==> src/rtl/contador_tempo.sv <==
// contador_tempo: keypad-loaded M:SS BCD countdown timer
// gated by the magnetron-active level, with done level and pulse.
module contador_tempo #(
  parameter int MIN_MAX = 9
) (
  input  logic       clk,
  input  logic       reset,
  input  logic       tick_1hz,
  input  logic [3:0] digit,
  input  logic       key_valid,
  input  logic       clearn,
  input  logic       mag_on,
  output logic [3:0] min_ones,
  output logic [3:0] sec_tens,
  output logic [3:0] sec_ones,
  output logic       timer_done,
  output logic       done_pulse
);

  localparam logic [3:0] MAX_D = 4'(MIN_MAX);

  logic       key_q;
  logic       key_arm;
  logic       key_rise;
  logic       is_zero;
  logic       is_one;
  logic       do_dec;
  logic       do_load;
  logic [3:0] nx_min;
  logic [3:0] nx_ten;
  logic [3:0] nx_one;
  logic       nx_done;
  logic       nx_pulse;

  // key_arm stays low after reset until key_valid is seen low,
  // so a key held through reset release never loads.
  assign key_rise = key_valid & ~key_q & key_arm;

  assign is_zero = (min_ones == 4'd0) &&
                   (sec_tens == 4'd0) &&
                   (sec_ones == 4'd0);

  assign is_one = (min_ones == 4'd0) &&
                  (sec_tens == 4'd0) &&
                  (sec_ones == 4'd1);

  assign do_dec = mag_on & tick_1hz & ~is_zero;

  assign do_load = ~mag_on & key_rise &
                   (digit <= 4'd9) &
                   (sec_ones <= 4'd5) &
                   (sec_tens <= MAX_D);

  // Keypad strobe history for rising-edge detection
  always_ff @(posedge clk) begin
    if (reset) begin
      key_q   <= 1'b0;
      key_arm <= 1'b0;
    end else begin
      key_q   <= key_valid;
      key_arm <= key_arm | ~key_valid;
    end
  end

  // Next count: clear beats decrement beats load
  always_comb begin
    nx_min   = min_ones;
    nx_ten   = sec_tens;
    nx_one   = sec_ones;
    nx_done  = timer_done;
    nx_pulse = 1'b0;
    if (!clearn) begin
      nx_min  = 4'd0;
      nx_ten  = 4'd0;
      nx_one  = 4'd0;
      nx_done = 1'b1;
    end else if (do_dec) begin
      if (sec_ones != 4'd0) begin
        nx_one = sec_ones - 4'd1;
      end else begin
        nx_one = 4'd9;
        if (sec_tens != 4'd0) begin
          nx_ten = sec_tens - 4'd1;
        end else begin
          nx_ten = 4'd5;
          nx_min = min_ones - 4'd1;
        end
      end
      nx_done  = is_one;
      nx_pulse = is_one;
    end else if (do_load) begin
      nx_min  = sec_tens;
      nx_ten  = sec_ones;
      nx_one  = digit;
      nx_done = (sec_tens == 4'd0) &&
                (sec_ones == 4'd0) &&
                (digit == 4'd0);
    end
  end

  // Digit, done level and done pulse registers
  always_ff @(posedge clk) begin
    if (reset) begin
      min_ones   <= 4'd0;
      sec_tens   <= 4'd0;
      sec_ones   <= 4'd0;
      timer_done <= 1'b1;
      done_pulse <= 1'b0;
    end else begin
      min_ones   <= nx_min;
      sec_tens   <= nx_ten;
      sec_ones   <= nx_one;
      timer_done <= nx_done;
      done_pulse <= nx_pulse;
    end
  end

endmodule

==> config.mk <==
export PLATFORM = sky130hd
export DESIGN_NAME = contador_tempo
export DESIGN_NICKNAME = d
export VERILOG_FILES = /design/src/rtl/contador_tempo.sv
export SDC_FILE = /design/constraint.sdc
export NUM_CORES = 1
export LEC_CHECK = 0
export ABC_AREA = 1
export CAP_MARGIN = 40
export CORE_MARGIN = 2
export CORE_UTILIZATION = 48
export DETAILED_ROUTE_END_ITERATION = 12
export HOLD_SLACK_MARGIN = 0.03
export PLACE_DENSITY = 0.77
export SKIP_CTS_REPAIR_TIMING = 1
export SLEW_MARGIN = 20
export SYNTH_ARGS = -nofsm -noshare
export SYNTH_HDL_FRONTEND = slang
export SYNTH_SLANG_ARGS = --single-unit
==> constraint.sdc <==
create_clock -name clk -period 1.6 [get_ports clk]
set_clock_uncertainty 0.1 [all_clocks]
set_input_delay 0.48 -clock clk [delete_from_list [all_inputs] [get_ports clk]]
set_output_delay 0.48 -clock clk [all_outputs]
set_load 0.01 [all_outputs]
# [Word level (Yosys, flattened, before mapping)]
# Index checks and enable logic that the tools add are counted.
[totals] register_bits=16 word_cells=60
[classes] bitwise_logic=15 add_sub_neg=3 n_reduce_logical=16 n_lt_le_gt_ge=3 n_mux=13 eq_ne=3
[op_table] op="$mux 4" count=11
[op_table] op="$logic_not 4->1" count=4
[op_table] op="$sub 4x1->4 const B" count=3
[op_table] op="$and 1x1->1" count=8
[op_table] op="$le 4x4->1 const B" count=2
[op_table] op="$reduce_bool 4->1" count=2
[op_table] op="$not 1->1" count=6
[op_table] op="$logic_and 1x1->1" count=5
[op_table] op="$eq 4x1->1 const B" count=1
[op_table] op="$le 4x3->1 const B" count=1
[op_table] op="$ne 2x2->1 const B" count=2
[op_table] op="$reduce_and 3->1" count=1
[op_table] op="$reduce_or 3->1" count=1
[op_table] op="$mux 1" count=2
[op_table] op="$reduce_and 2->1" count=1
[op_table] op="$reduce_bool 2->1" count=1
[op_table] op="$reduce_or 2->1" count=1
[op_table] op="$or 1x1->1" count=1

# [Logic depth before layout (Yosys ltp)]
# Gate-level depths: netlist of run 1.
[logic_depth] ltp_word=9 depth_mapped=11

# [Worst setup path after synthesis of run 1]
# No wires, ideal clock.
[synth_timing] path_type="register to register" startpoint="register min_ones[0]" endpoint="register timer_done" stages_incl_launch_ff=12 path_buffers=1 required_ns=1.367 setup_ns=0.133 arrival_time_ns=1.331 slack_ns=0.036 cell_sequence="dfxtp_1 -> inv_1 -> ha_1 -> nand2_1 -> nor2_4 -> nand2_2 -> nand2_4 -> buf_4 -> nand3_1 -> nand2_1 -> nand2_1 -> nand3_1"
[synth_between] elab_chain_len=6
[synth_rtl] item="start, declared" line_no="13" text="output logic [3:0] min_ones,"
[synth_rtl] item="start signal, assigned" line_no="110" text="min_ones <= nx_min;"
[synth_rtl] item="$logic_not 4->1 *" line_no="39, 43"
[synth_rtl] item="$logic_and 1x1->1 *" line_no="39, 43"
[synth_rtl] item="$logic_and 1x1->1" line_no="40" text="(sec_tens == 4'd0) &&"
[synth_rtl] item="$not 1->1" line_no="47" text="assign do_dec = mag_on & tick_1hz & ~is_zero;"
[synth_rtl] item="$and 1x1->1" line_no="47"
[synth_rtl] item="$mux 1 / $reduce_bool 2->1 (equally long branches)"
[synth_rtl] item="end signal, assigned" line_no="113" text="timer_done <= nx_done;"
[synth_rtl] item="end, declared" line_no="16" text="output logic timer_done,"
# Mark *: on every way between the ends. The rest lies on a longest branch, timed or not.
# A chain may end at the register's enable or synchronous reset.

# [Worst setup path after layout of run 1]
[layout_timing] startpoint="register sec_tens[1]" endpoint="register min_ones[3]"
[layout_between] elab_chain_len=7
[layout_rtl] item="start, declared" line_no="14" text="output logic [3:0] sec_tens,"
[layout_rtl] item="start signal, assigned" line_no="111" text="sec_tens <= nx_ten;"
[layout_rtl] item="parallel branches: the longest is 7 deep, another holds $le 4x4->1"
# Several ways; the timed one is not identified.

==> flow_metrics.py, run 1 <==
metrics = {
    "run_status": {
        "failed_checks": "negative setup slack",
        "status": "finished with violations",
    },
    "drt": {
        "routed-via-count": 1304,
        "routedWlPerCell_um": 14.1,
        "first_iter_violations": 50,
        "drtPass1Iterations": 4,
        "routed_via_density": 5.20,
        "drc": 0,
        "totalWireLength_mm": 3.53,
        "drt.antenna.violating_nets": 0,
    },
    "placed_design": {
        "dp_hpwl_mm": 2.23,
        "finalWeightedCongestion": 0.865,
        "io_buffers": 23,
    },
    "clock_tree": {
        "clock_latency_ns": 0.29,
        "cts-buffers-inserted": 3,
        "tritoncts": "yes",
        "worst_setup_hold_path_clk_slew_ns": 0.11,
        "cts-htree-levels": 1,
        "cts-root-to-sink-buffers": 2,
        "cts-root-buf": "clkbuf_4",
        "cts.sink_count": 16,
    },
    "synthesis": {
        "synth-edff-count": 0,
        "synth.yosys.seq_area_share_pct": 31.5,
        "synthCells": 167,
        "synthDistinctLibCells": 24,
        "synth_top_area_share_pct": 31.5,
        "async_reset_ff_share_pct": 0,
        "yosys_warnings": 0,
        "mappedNetlistArea_um2": 1020,
        "number_of_flip_flops_and_latches_in_the_synthesized_netlist": 16,
        "synth_area_leaders": "dfxtp_1 31%, nand2_1 15%, nor2_1 12%, nand3_1 7.4%, inv_1 6.6%",
        "syn_nets": 178,
        "synth-main-ff-cell": "dfxtp_1",
        "synth_common_cells": "42 x nand2_1, 33 x nor2_1, 18 x inv_1",
        "yosys.cell_count.top_type": "nand2_1",
        "syn_avg_cell_area_um2": 6.09,
        "netlist.top_cell.by_area": "dfxtp_1",
    },
    "sta": {
        "timing.final.setup_violations": 2,
        "timing.final.ws_setup_ns": -0.0581,
        "timing_max_transition_violations_final": 0,
        "final_min_period_over_clock_period_pct": 104,
        "achievable-frequency_mhz": 603,
        "finalCriticalPeriod_ns": 1.66,
        "unrepaired_setup_endpoints_after_global_routing": "yes",
        "setup_total_negative_slack_ns": -0.0635,
        "timing.final.hold_violations": 0,
        "final.hold.worst_slack_ns": 0.358,
        "timing.max_slew.rel_slack_pct": 74.3,
        "worst-slew-pin-transition_ns": 0.381,
    },
    "floorplanning": {
        "placeableCoreArea_um2": 1980,
        "die-area_um2": 2500,
        "floorplan.initialDensity_pct": 51.3,
        "die_w_um": 50.0,
        "num_io_pins": 24,
        "die_h_um": 50.0,
        "placement_rows": 16,
    },
    "power": {
        "power_leakage_uw": 0.00112,
        "combinationalPowerShare_pct": 37.8,
        "net_switching_uw": 387,
        "seq_power_share_pct": 37.7,
        "cell_internal_pwr_uw": 759,
        "total_power_uw": 1150,
        "ir_drop_worst_case_vdd_mv": 0.533,
        "sw_frac_of_total_pct": 33.8,
        "power.density_cell_area_nw_per_um2": 659,
        "clk_network_pwr_share_pct": 24.5,
    },
    "run": {
        "maxCapViolations": 0,
    },
    "grt": {
        "grt_antenna_before_repair": 0,
        "grt_start_max_net_pins": 14,
        "grt_pass1_vias": 1196,
        "global_route_wire_length_before_repair_mm": 4.88,
        "globalRouteTotalUtil_pct": 25.1,
        "grt_overflow_total": 0,
    },
    "critical_path": {
        "timing.critical_path.slowest_stage_cell": "dfxtp_2",
        "timing.critical_path.to_type": "register",
        "worst_r2r_path_depth": 11,
        "r2r_slack_ns": -0.06,
        "worstReg2RegStart": "sec_tens[1]$_SDFFE_PP0P_",
        "critPathArrivalTime_ns": 1.78,
        "cp_data_required_time_ns": 1.72,
        "timing.critical_path.cells": "buf_6 > nor2_4 > nand2_4 > nor2_4 > nand2_2 > nand2_4 > buf_12 > nand2_2 > o21ai_1 > nor2_1 > nor2_1",
        "cp_slowest_stage_delay_ns": 0.35,
        "timing_worst_setup_path_type": "reg -> reg",
        "critical_path_peak_fanout": 8,
        "delay_heaviest_family_cp": "simple AND/OR/NAND/NOR gates",
        "worstSetupStartpointType": "register",
        "path_buf_inv": 2,
        "critical_path.reg2reg.endpoint": "min_ones[3]$_SDFFE_PP0P_",
    },
    "final_layout": {
        "area.growth.synth_to_final_pct": 71.0,
        "area.sequential_um2": 332,
        "share_of_cells_above_drive_strength_1_pct": 37.5,
        "finalNetCount": 236,
        "filler_cell_count": 110,
        "diodes": 0,
        "final_core_utilization_pct": 87.8,
        "multi_input_comb_area_um2": 698,
    },
    "min_path": {
        "hold-path-endpoint": "key_arm$_SDFF_PP0_",
        "hp-start": "key_arm$_SDFF_PP0_",
        "holdPathStages": 2,
        "hp-class": "reg -> reg",
    },
}
## cell usage in the layout (no fill, tap or decap), types with 2 or more instances in the layout
master	instances
nand4_1	2
dfxtp_2	9
nand2_2	10
nor2_1	27
o21ai_0	2
dfxtp_1	7
o21ai_2	2
buf_4	30
inv_2	7
a21oi_1	5
nor2_2	4
buf_6	3
o21ai_1	7
clkdlybuf4s50_1	4
nand2_1	32
nand3_1	14
nor2_4	5
nand2_4	5
dlymetal6s2s_1	19
clkbuf_4	3
inv_1	15
## flip-flops by register name, summed over array words and instances (netlist names)
register    count
done_pulse      1
min_ones        4
timer_done      1
key_arm         1
sec_ones        4
key_q           1
sec_tens        4
## area by class of cell
cell class | count | area share, %
Clock buffer | 4 | 2.09
Inverter | 22 | 4.75
Multi-Input combinational cell | 125 | 40.1
Sequential cell | 16 | 19.1
Tap cell | 27 | 1.94
Timing Repair Buffer | 57 | 32.0
## routing by layer
| metal | up-vias | share of wire [%] | global-route usage, % |
|---|---|---|---|
| li1 | 634 | - | - |
| met1 | 605 | 41 | 30.6 |
| met2 | 57 | 53 | 45.8 |
| met3 | 8 | 5.1 | 2.73 |
| met4 | 0 | 1.5 | 6.48 |
| met5 | - | 0 | 0 |
## power by group through the flow
stage / registers [µW] / clock network, µW / logic, µW
CTS: 427 / 277 / 350
global route: 434 / 294 / 470
detailed placement: 437 / 0 / 347
global placement: 436 / 0 / 340
floorplan: 443 / 0 / 191
finish: 432 / 281 / 433
## worst min-delay path, cell delays in order (launching register included)
cell,delay (ns)
dfxtp_1,0.31
inv_1,0.06
a21oi_1,0.06
## through the flow
step | area, µm² | cells | worst slack, ns
after global placement | 1480 | 242 | -0.466
final | 1740 | 251 | -0.0581
after floorplan | 1020 | 167 | 0.0360
after global routing | 1740 | 251 | -0.159
after detailed placement | 1480 | 242 | -0.526
after CTS | 1510 | 246 | -0.291
## kinds of logic (layout without fill, tap and decap cells)
| logic type | Yosys count | in the layout | synth area share (%) |
|---|---|---|---|
| fa+ha+maj | 1 | 1 | 1.23 |
| compound gates | 17 | 17 | 8.36 |
| simple gates | 105 | 105 | 45.8 |
| xor+xnor | 2 | 2 | 1.72 |
| buf+inv | 26 | 83 | 11.4 |
| flops | 16 | 16 | 31.5 |
## how the worst max path moves through the flow
stage	start	depth (start not counted)	to
2_1_floorplan	min_ones[0]$_SDFFE_PP0P_	11	timer_done$_SDFFE_PP1P_
3_3_place_gp	key_valid	8	min_ones[1]$_SDFFE_PP0P_
3_5_place_dp	mag_on	9	min_ones[1]$_SDFFE_PP0P_
4_1_cts	sec_ones[2]$_SDFFE_PP0P_	1	sec_ones[2]
5_1_grt	sec_ones[2]$_SDFFE_PP0P_	10	min_ones[3]$_SDFFE_PP0P_
6_report	sec_tens[1]$_SDFFE_PP0P_	11	min_ones[3]$_SDFFE_PP0P_
Power figures use the tool's default switching activity.
==> inputs of run 2 (changes only) <==
- PLACE_DENSITY: 0.77 -> default
- PLACE_DENSITY_LB_ADDON: default -> 0.15
==> flow_metrics.py, run 2 (same netlist as run 1, synthesis figures left out) <==
metrics = {
    "critical_path": {
        "critPathArrivalTime_ns": 1.72,
        "timing.critical_path.to_type": "register",
        "critical_path.reg2reg.endpoint": "sec_ones[2]$_SDFFE_PP0P_",
        "critical_path_peak_fanout": 6,
        "worstReg2RegStart": "sec_tens[0]$_SDFFE_PP0P_",
        "timing.critical_path.cells": "nor2_4 > nand2_2 > nor2_4 > nand2_4 > nand2_4 > buf_4 > nand2_1 > nand2_1 > nand2_1 > a21oi_1",
        "worstSetupStartpointType": "register",
        "worst_r2r_path_depth": 10,
        "timing.critical_path.slowest_stage_cell": "dfxtp_2",
        "cp_slowest_stage_delay_ns": 0.36,
        "r2r_slack_ns": 0.01,
        "cp_data_required_time_ns": 1.73,
        "timing_worst_setup_path_type": "reg -> reg",
        "critical-path-top-cell-by-count": "nand2_1",
    },
    "drt": {
        "drt.antenna.violating_nets": 0,
        "routed-via-count": 1264,
        "routed_via_density": 5.10,
        "drtPass1Iterations": 4,
        "first_iter_violations": 77,
        "drc": 0,
        "totalWireLength_mm": 3.26,
        "routedWlPerCell_um": 13.1,
    },
    "final_layout": {
        "diodes": 0,
        "share_of_cells_above_drive_strength_1_pct": 31.7,
        "reg_top3": "min_ones: 4 flops, sec_ones: 4 flops, sec_tens: 4 flops",
        "area.growth.synth_to_final_pct": 62.5,
        "layout.cells.most_common": "nand2_1",
        "mostFrequentLayoutCells": "39 x nand2_1, 30 x nor2_1, 30 x buf_4",
        "finalNetCount": 233,
        "finish.cell_count_without_fillers": 248,
    },
    "placed_design": {
        "finalWeightedCongestion": 0.934,
        "io_buffers": 23,
        "dp_cells": 238,
        "dp_hpwl_mm": 2.03,
    },
    "power": {
        "power.density_cell_area_nw_per_um2": 682,
        "power_leakage_uw": 0.00109,
        "ir_drop_worst_case_vdd_mv": 0.410,
    },
    "floorplanning": {
        "die-area_um2": 2500,
        "placeableCoreArea_um2": 1980,
        "die_h_um": 50.0,
        "floorplan.initialDensity_pct": 51.3,
        "placement_rows": 16,
        "num_io_pins": 24,
        "die_w_um": 50.0,
    },
    "clock_tree": {
        "cts-root-to-sink-buffers": 2,
        "cts-root-buf": "clkbuf_4",
        "worst_setup_hold_path_clk_slew_ns": 0.10,
        "tritoncts": "yes",
        "cts-buffers-inserted": 3,
        "cts.sink_count": 16,
        "cts-htree-levels": 1,
        "clock_latency_ns": 0.31,
    },
    "run": {
        "maxCapViolations": 0,
    },
    "sta": {
        "worst-slew-pin-transition_ns": 0.316,
        "timing.final.setup_violations": 0,
        "timing.max_slew.rel_slack_pct": 78.7,
        "unrepaired_setup_endpoints_after_global_routing": "yes",
        "finalCriticalPeriod_ns": 1.59,
        "timing_max_transition_violations_final": 0,
        "final.hold.worst_slack_ns": 0.382,
        "achievable-frequency_mhz": 631,
        "final_min_period_over_clock_period_pct": 99.1,
        "timing.final.hold_violations": 0,
    },
    "min_path": {
        "hp-start": "key_arm$_SDFF_PP0_",
        "holdPathStages": 2,
        "hold-path-endpoint": "key_arm$_SDFF_PP0_",
        "hp-class": "reg -> reg",
    },
    "grt": {
        "grt_overflow_total": 0,
        "grt_pass1_vias": 1147,
        "global_route_wire_length_before_repair_mm": 4.69,
        "grt_start_max_net_pins": 15,
        "grt_antenna_before_repair": 0,
        "globalRouteTotalUtil_pct": 24.0,
    },
    "run_status": {
        "status": "finished clean",
    },
}
[run 2: worst max path at each step]
stage / end / slack (ns) / depth (start not counted) / start
5_1_grt: sec_ones[2]$_SDFFE_PP0P_ / -0.08 / 10 / sec_tens[1]$_SDFFE_PP0P_
4_1_cts: sec_tens[1] / -0.33 / 1 / sec_tens[1]$_SDFFE_PP0P_
3_5_place_dp: min_ones[2]$_SDFFE_PP0P_ / -0.39 / 10 / digit[3]
3_3_place_gp: min_ones[1]$_SDFFE_PP0P_ / -0.33 / 9 / mag_on
2_1_floorplan: timer_done$_SDFFE_PP1P_ / 0.04 / 11 / min_ones[0]$_SDFFE_PP0P_
6_report: sec_ones[2]$_SDFFE_PP0P_ / 0.01 / 10 / sec_tens[0]$_SDFFE_PP0P_
[run 2: layer usage]
| layer | up-vias | global-route usage, % | wire [µm] |
|---|---|---|---|
| li1 | 628 | - | - |
| met1 | 571 | 30.8 | 1280 |
| met2 | 55 | 41.0 | 1680 |
| met3 | 10 | 4.24 | 222 |
| met4 | 0 | 6.02 | 71 |
| met5 | - | 0 | 0 |
[run 2: where the power goes]
part	leakage [µW]	internal (µW)	total, µW	switching (µW)
Combinational	0.000932	189	401	213
Clock	0.0000210	139	295	156
Sequential	0.000136	414	431	17.1
Total	0.00109	742	1130	386
[run 2: worst max-delay path, delay by kind of cell, from the launching register on]
family	cells	cell delay [ns]
buffers and inverters	1	0.15
flip-flops	1	0.36
AND/OR/NAND/NOR	8	0.78
AO/OA/AOI/OAI	1	0.12
[run 2: layout make-up]
cell class	count	area [µm²]
sequential	16	338
tap	27	33.8
clock buffer	4	36.3
fill	121	329
timing repair buffer	53	505
multi-input combinational	126	657
inverter	22	82.6
[run 2: stage by stage]
step / power (µW) / TNS, ns / utilization, % / setup slack, ns / area, µm²
3_5_place_dp: 768 / -4.22 / 72.4 / -0.392 / 1440
5_1_grt: 1190 / -0.205 / 83.4 / -0.0809 / 1650
6_report: 1130 / 0 / 83.4 / 0.0143 / 1650
3_3_place_gp: 764 / -3.80 / 72.4 / -0.328 / 1440
4_1_cts: 1050 / -3.49 / 74.2 / -0.326 / 1470
2_1_floorplan: 634 / 0 / - / 0.0360 / 1020
==> inputs of run 3 (changes only) <==
- CORE_UTILIZATION: 48 -> 42
- TNS_END_PERCENT: default -> 1
==> flow_metrics.py, run 3 (same netlist as run 1, synthesis figures left out) <==
metrics = {
    "power": {
        "cell_internal_pwr_uw": 728,
        "sw_frac_of_total_pct": 32.5,
        "combinationalPowerShare_pct": 34.9,
        "clk_network_pwr_share_pct": 25.3,
        "seq_power_share_pct": 39.8,
        "net_switching_uw": 350,
        "ir_drop_worst_case_vdd_mv": 0.470,
        "power_leakage_uw": 0.00102,
        "power.density_cell_area_nw_per_um2": 670,
    },
    "critical_path": {
        "timing.critical_path.to_type": "register",
        "delay_heaviest_family_cp": "simple AND/OR/NAND/NOR gates",
        "path_buf_inv": 2,
        "cp_slowest_stage_delay_ns": 0.42,
        "critical-path-top-cell-by-count": "nor2_2",
        "critical_path_peak_fanout": 7,
        "critPathArrivalTime_ns": 1.75,
        "timing_worst_setup_path_type": "in -> reg",
        "timing.critical_path.cells": "clkdlybuf4s50_1 > nor2_1 > nor2_2 > nor2_2 > nand2_2 > nand2_4 > buf_4 > nand2_1 > a21oi_2",
        "timing.critical_path.slowest_stage_cell": "clkdlybuf4s50_1",
        "cp_data_required_time_ns": 1.72,
        "worstSetupStartpointType": "input pin",
    },
    "grt": {
        "grt_antenna_before_repair": 0,
        "global_route_wire_length_before_repair_mm": 4.64,
        "grt_overflow_total": 0,
        "globalRouteTotalUtil_pct": 22.3,
        "grt_pass1_vias": 1091,
        "grt_start_max_net_pins": 17,
    },
    "clock_tree": {
        "cts.sink_count": 16,
        "cts-root-to-sink-buffers": 2,
        "tritoncts": "yes",
        "cts-root-buf": "clkbuf_4",
        "clock_latency_ns": 0.29,
        "worst_setup_hold_path_clk_slew_ns": 0.10,
        "cts-buffers-inserted": 3,
        "cts-htree-levels": 1,
    },
    "sta": {
        "timing.final.hold_violations": 0,
        "timing_max_transition_violations_final": 0,
        "timing.final.ws_setup_ns": -0.0224,
        "setup_total_negative_slack_ns": -0.0467,
        "achievable-frequency_mhz": 616,
        "timing.max_slew.rel_slack_pct": 80.3,
        "final_min_period_over_clock_period_pct": 101,
        "unrepaired_setup_endpoints_after_global_routing": "yes",
        "timing.final.setup_violations": 3,
        "finalCriticalPeriod_ns": 1.62,
        "worst-slew-pin-transition_ns": 0.292,
    },
    "final_layout": {
        "finalNetCount": 228,
        "diodes": 0,
        "mostFrequentLayoutCells": "40 x nand2_1, 28 x nor2_1, 25 x buf_4",
        "share_of_cells_above_drive_strength_1_pct": 30.6,
        "reg_top3": "min_ones: 4 flops, sec_ones: 4 flops, sec_tens: 4 flops",
        "area.sequential_um2": 335,
        "layout.cells.most_common": "nand2_1",
        "multi_input_comb_area_um2": 652,
        "filler_cell_count": 184,
        "area.growth.synth_to_final_pct": 58.3,
    },
    "drt": {
        "drt.antenna.violating_nets": 0,
        "routed-via-count": 1232,
        "routed_via_density": 5.05,
        "totalWireLength_mm": 2.79,
        "drc": 0,
        "drtPass1Iterations": 4,
        "routedWlPerCell_um": 11.4,
        "first_iter_violations": 33,
    },
    "run_status": {
        "status": "finished with violations",
        "failed_checks": "negative setup slack",
    },
    "floorplanning": {
        "placeableCoreArea_um2": 2250,
        "die_h_um": 53.2,
        "die_w_um": 53.2,
        "num_io_pins": 24,
        "placement_rows": 17,
        "floorplan.initialDensity_pct": 45.1,
        "die-area_um2": 2830,
    },
    "placed_design": {
        "finalWeightedCongestion": 0.896,
        "dp_hpwl_mm": 2.11,
        "post_placement_worst_setup_slack_ns": -0.423,
        "io_buffers": 23,
    },
    "run": {
        "maxCapViolations": 0,
    },
    "min_path": {
        "hp-class": "in -> reg",
    },
}
-- run 3: power groups by stage --
| stage | sequential (µW) | combinational (µW) | clock, µW |
|---|---|---|---|
| after floorplan | 443 | 191 | 0 |
| after global placement | 436 | 334 | 0 |
| after detailed placement | 437 | 339 | 0 |
| after CTS | 428 | 340 | 281 |
| after global routing | 432 | 415 | 300 |
| final | 429 | 376 | 273 |
-- run 3: path summary, 6_finish.rpt --
| check | start | depth (start not counted) | to | slack [ns] |
|---|---|---|---|---|
| setup reg to reg | sec_ones[2]$_SDFFE_PP0P_ | 9 | min_ones[1]$_SDFFE_PP0P_ | 0.02 |
| hold / removal | key_valid | 2 | key_arm$_SDFF_PP0_ | 0.33 |
| hold reg to reg | key_arm$_SDFF_PP0_ | 2 | key_arm$_SDFF_PP0_ | 0.37 |
| setup / recovery | digit[2] | 9 | sec_ones[2]$_SDFFE_PP0P_ | -0.02 |
-- run 3: through the flow --
| step | hold slack [ns] | std cells | util [%] | area (µm²) | total power (µW) |
|---|---|---|---|---|---|
| finish | 0.330 | 244 | 71.4 | 1610 | 1080 |
| floorplan | 0.326 | 167 | - | 1020 | 634 |
| CTS | 0.373 | 244 | 65.6 | 1480 | 1050 |
| detailed placement | 0.358 | 240 | 64.0 | 1440 | 776 |
| global route | 0.346 | 244 | 71.4 | 1610 | 1150 |
| global placement | 0.335 | 240 | 64.0 | 1440 | 770 |
-- run 3: final cells by class --
type / count / area share, %
clock buffers: 4 / 2.25
inverters: 22 / 5.13
multi-input cells: 125 / 40.5
flip-flops and latches: 16 / 20.8
well taps: 28 / 2.18
repair buffers: 49 / 29.1
-- run 3: per-layer routing --
layer / GRT usage, % / vias up / wire length, µm
met3: 3.67 / 7 / 152
met5: 0 / - / 0
met4: 6.41 / 0 / 50
met2: 38.5 / 44 / 1390
li1: - / 618 / -
met1: 28.1 / 563 / 1200
==> patch 1: new RTL, settings of run 2 <==
Reset style: asynchronous (`reset`), changed in 2 clocked blocks.
--- a/src/rtl/contador_tempo.sv
+++ b/src/rtl/contador_tempo.sv
@@ -53,5 +53,5 @@
 
   // Keypad strobe history for rising-edge detection
-  always_ff @(posedge clk) begin
+  always_ff @(posedge clk or posedge reset) begin
     if (reset) begin
       key_q   <= 1'b0;
@@ -100,5 +100,5 @@
 
   // Digit, done level and done pulse registers
-  always_ff @(posedge clk) begin
+  always_ff @(posedge clk or posedge reset) begin
     if (reset) begin
       min_ones   <= 4'd0;
Behaviour: differs if reset is asserted again (counterexample within 4 cycles, from zero or initial values and one cycle with reset high); with reset held inactive, the same outputs for 10 cycles.
==> patch 1 against run 2 <==
  * The flow now finishes with violations (setup timing)
  * Final area increased by 17%
  * Fmax decreased by 11%
  * Core utilization increased by 2.1 points
  * Sequential cell count unchanged
  * Wire length increased by 42%
  * Synthesized cell count increased by 0.60%
  * Sequential share of layout area increased by 0.46 points
  * Final cell count increased by 6.5%
  * Setup slack got worse by 0.19 ns
  * Area after synthesis increased by 14%
  * Critical endpoint is now min_ones[2]
Power is not compared: it rests on default switching activity, and its combinational part moved more than twofold at a synthesized area within 25%.
==> patch 1: results (changes against run 2) <==
The flow ran to the end, but the final reports show violations. The final reports fail on setup timing. Final estimated routing congestion in global placement: 0.9717 (+4.1%). The tools report the pin count of the biggest net entering global routing as 18 (+3). The fraction of layout instances using a drive strength above 1 is 0.3517 (+0.03495), and the setup violation total in the final timing report is 14 (+14).

Yosys attributes the largest share of cell area to sky130_fd_sc_hd__dfrtp_1, sky130_fd_sc_hd__nand2_1, sky130_fd_sc_hd__nand4_1. The critical path's largest stage delay is 0.40 ns (+0.04 ns), and the count of distinct cell types in the synthesized netlist is 25 (+4.2%). The number of detailed-route iterations in the first pass came out at 8 (+4). The post-synth net total is 179 (+0.56%). The setup slack after layout was -0.1790 ns (-0.1933 ns). The routed via count came out at 1597 (+26%). Share of synthesized flip-flops with an asynchronous set or reset: 1.000 (+1.000). The commonest cells after synthesis are sky130_fd_sc_hd__nand2_1, sky130_fd_sc_hd__nand3_1, sky130_fd_sc_hd__dfrtp_1, sky130_fd_sc_hd__inv_1, sky130_fd_sc_hd__nand4_1. The final total negative setup slack is -1.132 ns (-1.132 ns).

The post-detailed-route wirelength per cell works out to 17.50 microns (+33%). The count of nets after finishing is 248 (+6.4%). The startpoint identified for the worst hold timing path is key_arm. For this run, the leading register cell type out of synthesis is sky130_fd_sc_hd__dfrtp_1. Total routing usage reported by global routing: 0.2619 (+0.02209). The critical path starts at min_ones[0]. Actual slew at the worst max-slew pin: 0.2626 ns (-0.05333 ns). The number of fillers in the final layout is 137 (+13%), and the number of DRC violations after detailed-routing iteration 0 is 115 (+49%). First-pass GRT wire length: 5264 microns (+12%). The clock latency reported for the late side of the worst-skew pair is 0.29 ns (-0.02 ns).

Total power for the finished layout comes to 2.212 mW. The post-detailed-placement half-perimeter wirelength came out at 2497 microns (+23%).
patch 1: final timing paths:
check,depth (start not counted),endpoint
worst max-delay path,11,min_ones[2]
worst min-delay path,2,key_arm
worst max register to register,11,min_ones[2]
worst min register to register,2,key_arm
max in group asynchronous,3,timer_done
min in group asynchronous,3,key_arm
patch 1: area by class of cell:
class,count,area share
clock buffers,4,0.01363
inverters,18,0.03764
multi-input cells,129,0.3783
flip-flops and latches,16,0.2090
well taps,28,0.01817
repair buffers,69,0.3433
patch 1: metrics by stage:
stage	worst slack (ns)	instance area [sq um]	utilization	std cells	hold slack, ns
global placement	-0.3413	1662	0.7370	247	0.3262
finish	-0.1790	1928	0.8552	264	0.3524
global route	-0.2041	1928	0.8552	264	0.3797
detailed placement	-0.3709	1662	0.7370	247	0.3281
CTS	-0.3449	1688	0.7486	251	0.3529
floorplan	0.01478	1174	-	168	0.2930
patch 1: cell families after synthesis:
group | after synthesis | share of synthesized area
adders and majority gates | 1 | 0.01080
AOI/OAI and AO/OA | 9 | 0.04103
buffers and inverters | 24 | 0.08639
and+or+nand+nor | 116 | 0.5000
xor gates and xnor gates | 2 | 0.01512
DFF | 16 | 0.3467
patch 1: critical path: cells and delay by family, from the launching register on:
family                   cells  cell delay, ns
buffers and inverters        3            0.36
adder cells (fa/ha/maj)      1            0.14
flip-flops                   1            0.40
AND/OR/NAND/NOR              7            0.70
patch 1: per-layer routing:
metal  track usage  vias up  share of wire
met3       0.04520       48          0.099
met4        0.1154        0          0.056
li1              -      689              -
met2        0.4500      132           0.48
met1        0.3180      728           0.36
met5             0        -              0
==> patch 2: new RTL, flow settings as in run 2 <==
Made on the original files. Change the parameter `MIN_MAX` from 9 to 4.
--- a/src/rtl/contador_tempo.sv
+++ b/src/rtl/contador_tempo.sv
@@ -2,5 +2,5 @@
 // gated by the magnetron-active level, with done level and pulse.
 module contador_tempo #(
-  parameter int MIN_MAX = 9
+  parameter int MIN_MAX = 4
 ) (
   input  logic       clk,
Formal check against the unedited RTL: not equivalent (Yosys sat finds a counterexample within 10 cycles, from zero or initial values and one cycle with reset high).
==> patch 2 against run 2 <==
  * Sequential share of layout area down 0.078 points
  * Power down 9.5%
  * Largest power group unchanged
  * Count of clock-buffer cells in the layout unchanged
  * Critical path depth down 2
  * Setup slack better by 0.023 ns
  * Synthesized cell count up 4.8%
  * Sequential power down 3%
  * Sequential cell count unchanged
  * Highest routed layer unchanged
  * Combinational power down 19%
  * Final area up 0.76%
  * Area after synthesis up 4.3%
  * Wire length down 9.3%
  * Largest cell class unchanged
==> patch 2: results (changes against run 2) <==
The share of synthesized flip-flops with an asynchronous set or reset was 0 (unchanged). The run gives 0.3019 (-0.01300) as the sequential share of the synthesized area. Fraction of layout instances using a drive strength above 1: 0.3182 (+0.001440). The largest registers in the layout are min_ones x4, sec_ones x4, sec_tens x4. For the post-detailed-placement half-perimeter wirelength, the log shows 2088 microns (+2.6%). The run gives 475.1 uV (+16%) as the worst ir drop on vdd. Among all stages on the critical path, the largest delay is contributed by sky130_fd_sc_hd__clkdlybuf4s50_1. Leakage component of the power: 1.083 nW (-0.53%). Sorting the synthesized cells by area gives the leading types as sky130_fd_sc_hd__dfxtp_1, sky130_fd_sc_hd__nand2_1, sky130_fd_sc_hd__nor2_1.

The logs give 0.2389 (-0.0009588) for the total routing usage reported by global routing and 0 (unchanged) for the initial antenna violation count. The post-detailed-route wirelength per cell is 11.91 microns (-9.3%). The run gives 2 (unchanged) as the maximum number of buffers from clock root to sink. The most used flip-flop cell after synthesis is sky130_fd_sc_hd__dfxtp_1.

The arrival time reported for the critical path endpoint was 1.70 ns (-0.02 ns); the register-to-register path setup slack was 0.07 ns (+0.06 ns). The run finished with clean final reports. The run gives 172 (+42%) as the number of fillers in the final layout. CTS placed an instance of sky130_fd_sc_hd__clkbuf_4 at the clock tree root. The count of distinct cell types in the synthesized netlist was 25 (+4.2%).

The pin count of the biggest net entering global routing was 16 (+1); the number of antenna repair diodes was 0 (unchanged). The final estimated routing congestion in global placement is 0.8706 (-6.8%), and the maximum net fanout on the critical path is 2 (-4). The worst slew margin relative to its limit came out at 0.8334 (+0.04599).

The run gives 186 (+4.5%) as the post-synth net total. The first-pass GRT wire length was 4692 microns (+0.15%). Critical hold path startpoint: key_valid. The routed via count came out at 1244 (-1.6%). Number of detailed-route iterations in the first pass: 5 (+1).

The count of buffers from port buffering was 23 (unchanged); the warning count from the yosys run was 0 (unchanged). The maximum level of the CTS H-tree was 1 (unchanged). The critical path's largest stage delay was 0.48 ns (+0.12 ns); the clock latency reported for the late side of the worst-skew pair was 0.30 ns. Number of clock buffers inserted by TritonCTS: 3 (unchanged). The count of nets after finishing came out at 232 (-0.43%).

Sorting the synthesized cells by how often they occur yields sky130_fd_sc_hd__nand2_1, sky130_fd_sc_hd__nor2_1, sky130_fd_sc_hd__inv_1. The critical path startpoint was tick_1hz. The launch point of the worst reg-to-reg path was sec_tens[2]. The logs give 34 (-56%) for the number of DRC violations after detailed-routing iteration 0 and 1141 (-0.52%) for the number of global-route vias before repair. Grouping stages by cell kind, the critical path spends the most delay in buffers and inverters.

The CTS clock-pin slew for the worst setup and hold paths is 0.10 ns (about the same). In this run the worst hold path is classified as in -> reg.
==> patch 2: cell families after synthesis <==
kind of cell	Yosys count	synth area share
and+or+nand+nor	114	0.4764
AOI/OAI and AO/OA	16	0.08962
xor gates and xnor gates	2	0.01651
adders and majority gates	1	0.01179
buffers and inverters	26	0.1038
DFF	16	0.3019
==> patch 2: path summary, 6_finish.rpt <==
path | end | depth (start not counted)
worst max-delay path | timer_done | 8
worst min-delay path | key_q | 3
worst max register to register | min_ones[2] | 9
worst min register to register | timer_done | 2
==> patch 2: layout make-up <==
type / instances / area share
timing repair buffer: 44 / 0.2705
sequential: 16 / 0.2036
inverter: 23 / 0.05485
clock buffer: 4 / 0.02179
tap: 28 / 0.02104
multi-input combinational: 133 / 0.4282
==> patch 2: through the flow <==
step	instance area (sq um)	std cells	setup WS, ns	hold slack (ns)
3_3_place_gp	1440	241	-0.3998	0.3540
2_1_floorplan	1064	175	0.02335	0.3389
6_report	1665	248	0.03771	0.3375
4_1_cts	1476	245	-0.3103	0.3957
3_5_place_dp	1440	241	-0.4373	0.3710
5_1_grt	1665	248	-0.07390	0.3620
==> patch 2: metal layers <==
| metal | GRT usage | part of all wire |
|---|---|---|
| met1 | 0.2826 | 0.44 |
| met5 | 0 | 0 |
| met3 | 0.03801 | 0.038 |
| met2 | 0.4134 | 0.50 |
| met4 | 0.1216 | 0.019 |
==> patch 2: report_power, final <==
group | internal, mW | switching, mW | total [mW]
clock | 0.139 | 0.136 | 0.275
sequential | 0.408 | 0.0118 | 0.420
combinational | 0.148 | 0.177 | 0.325
total | 0.695 | 0.326 | 1.02
==> patch 2: worst min-delay path: stages <==
cell                             delay (ns)
sky130_fd_sc_hd__dlymetal6s2s_1        0.10
sky130_fd_sc_hd__inv_1                 0.06
sky130_fd_sc_hd__nor2_1                0.07
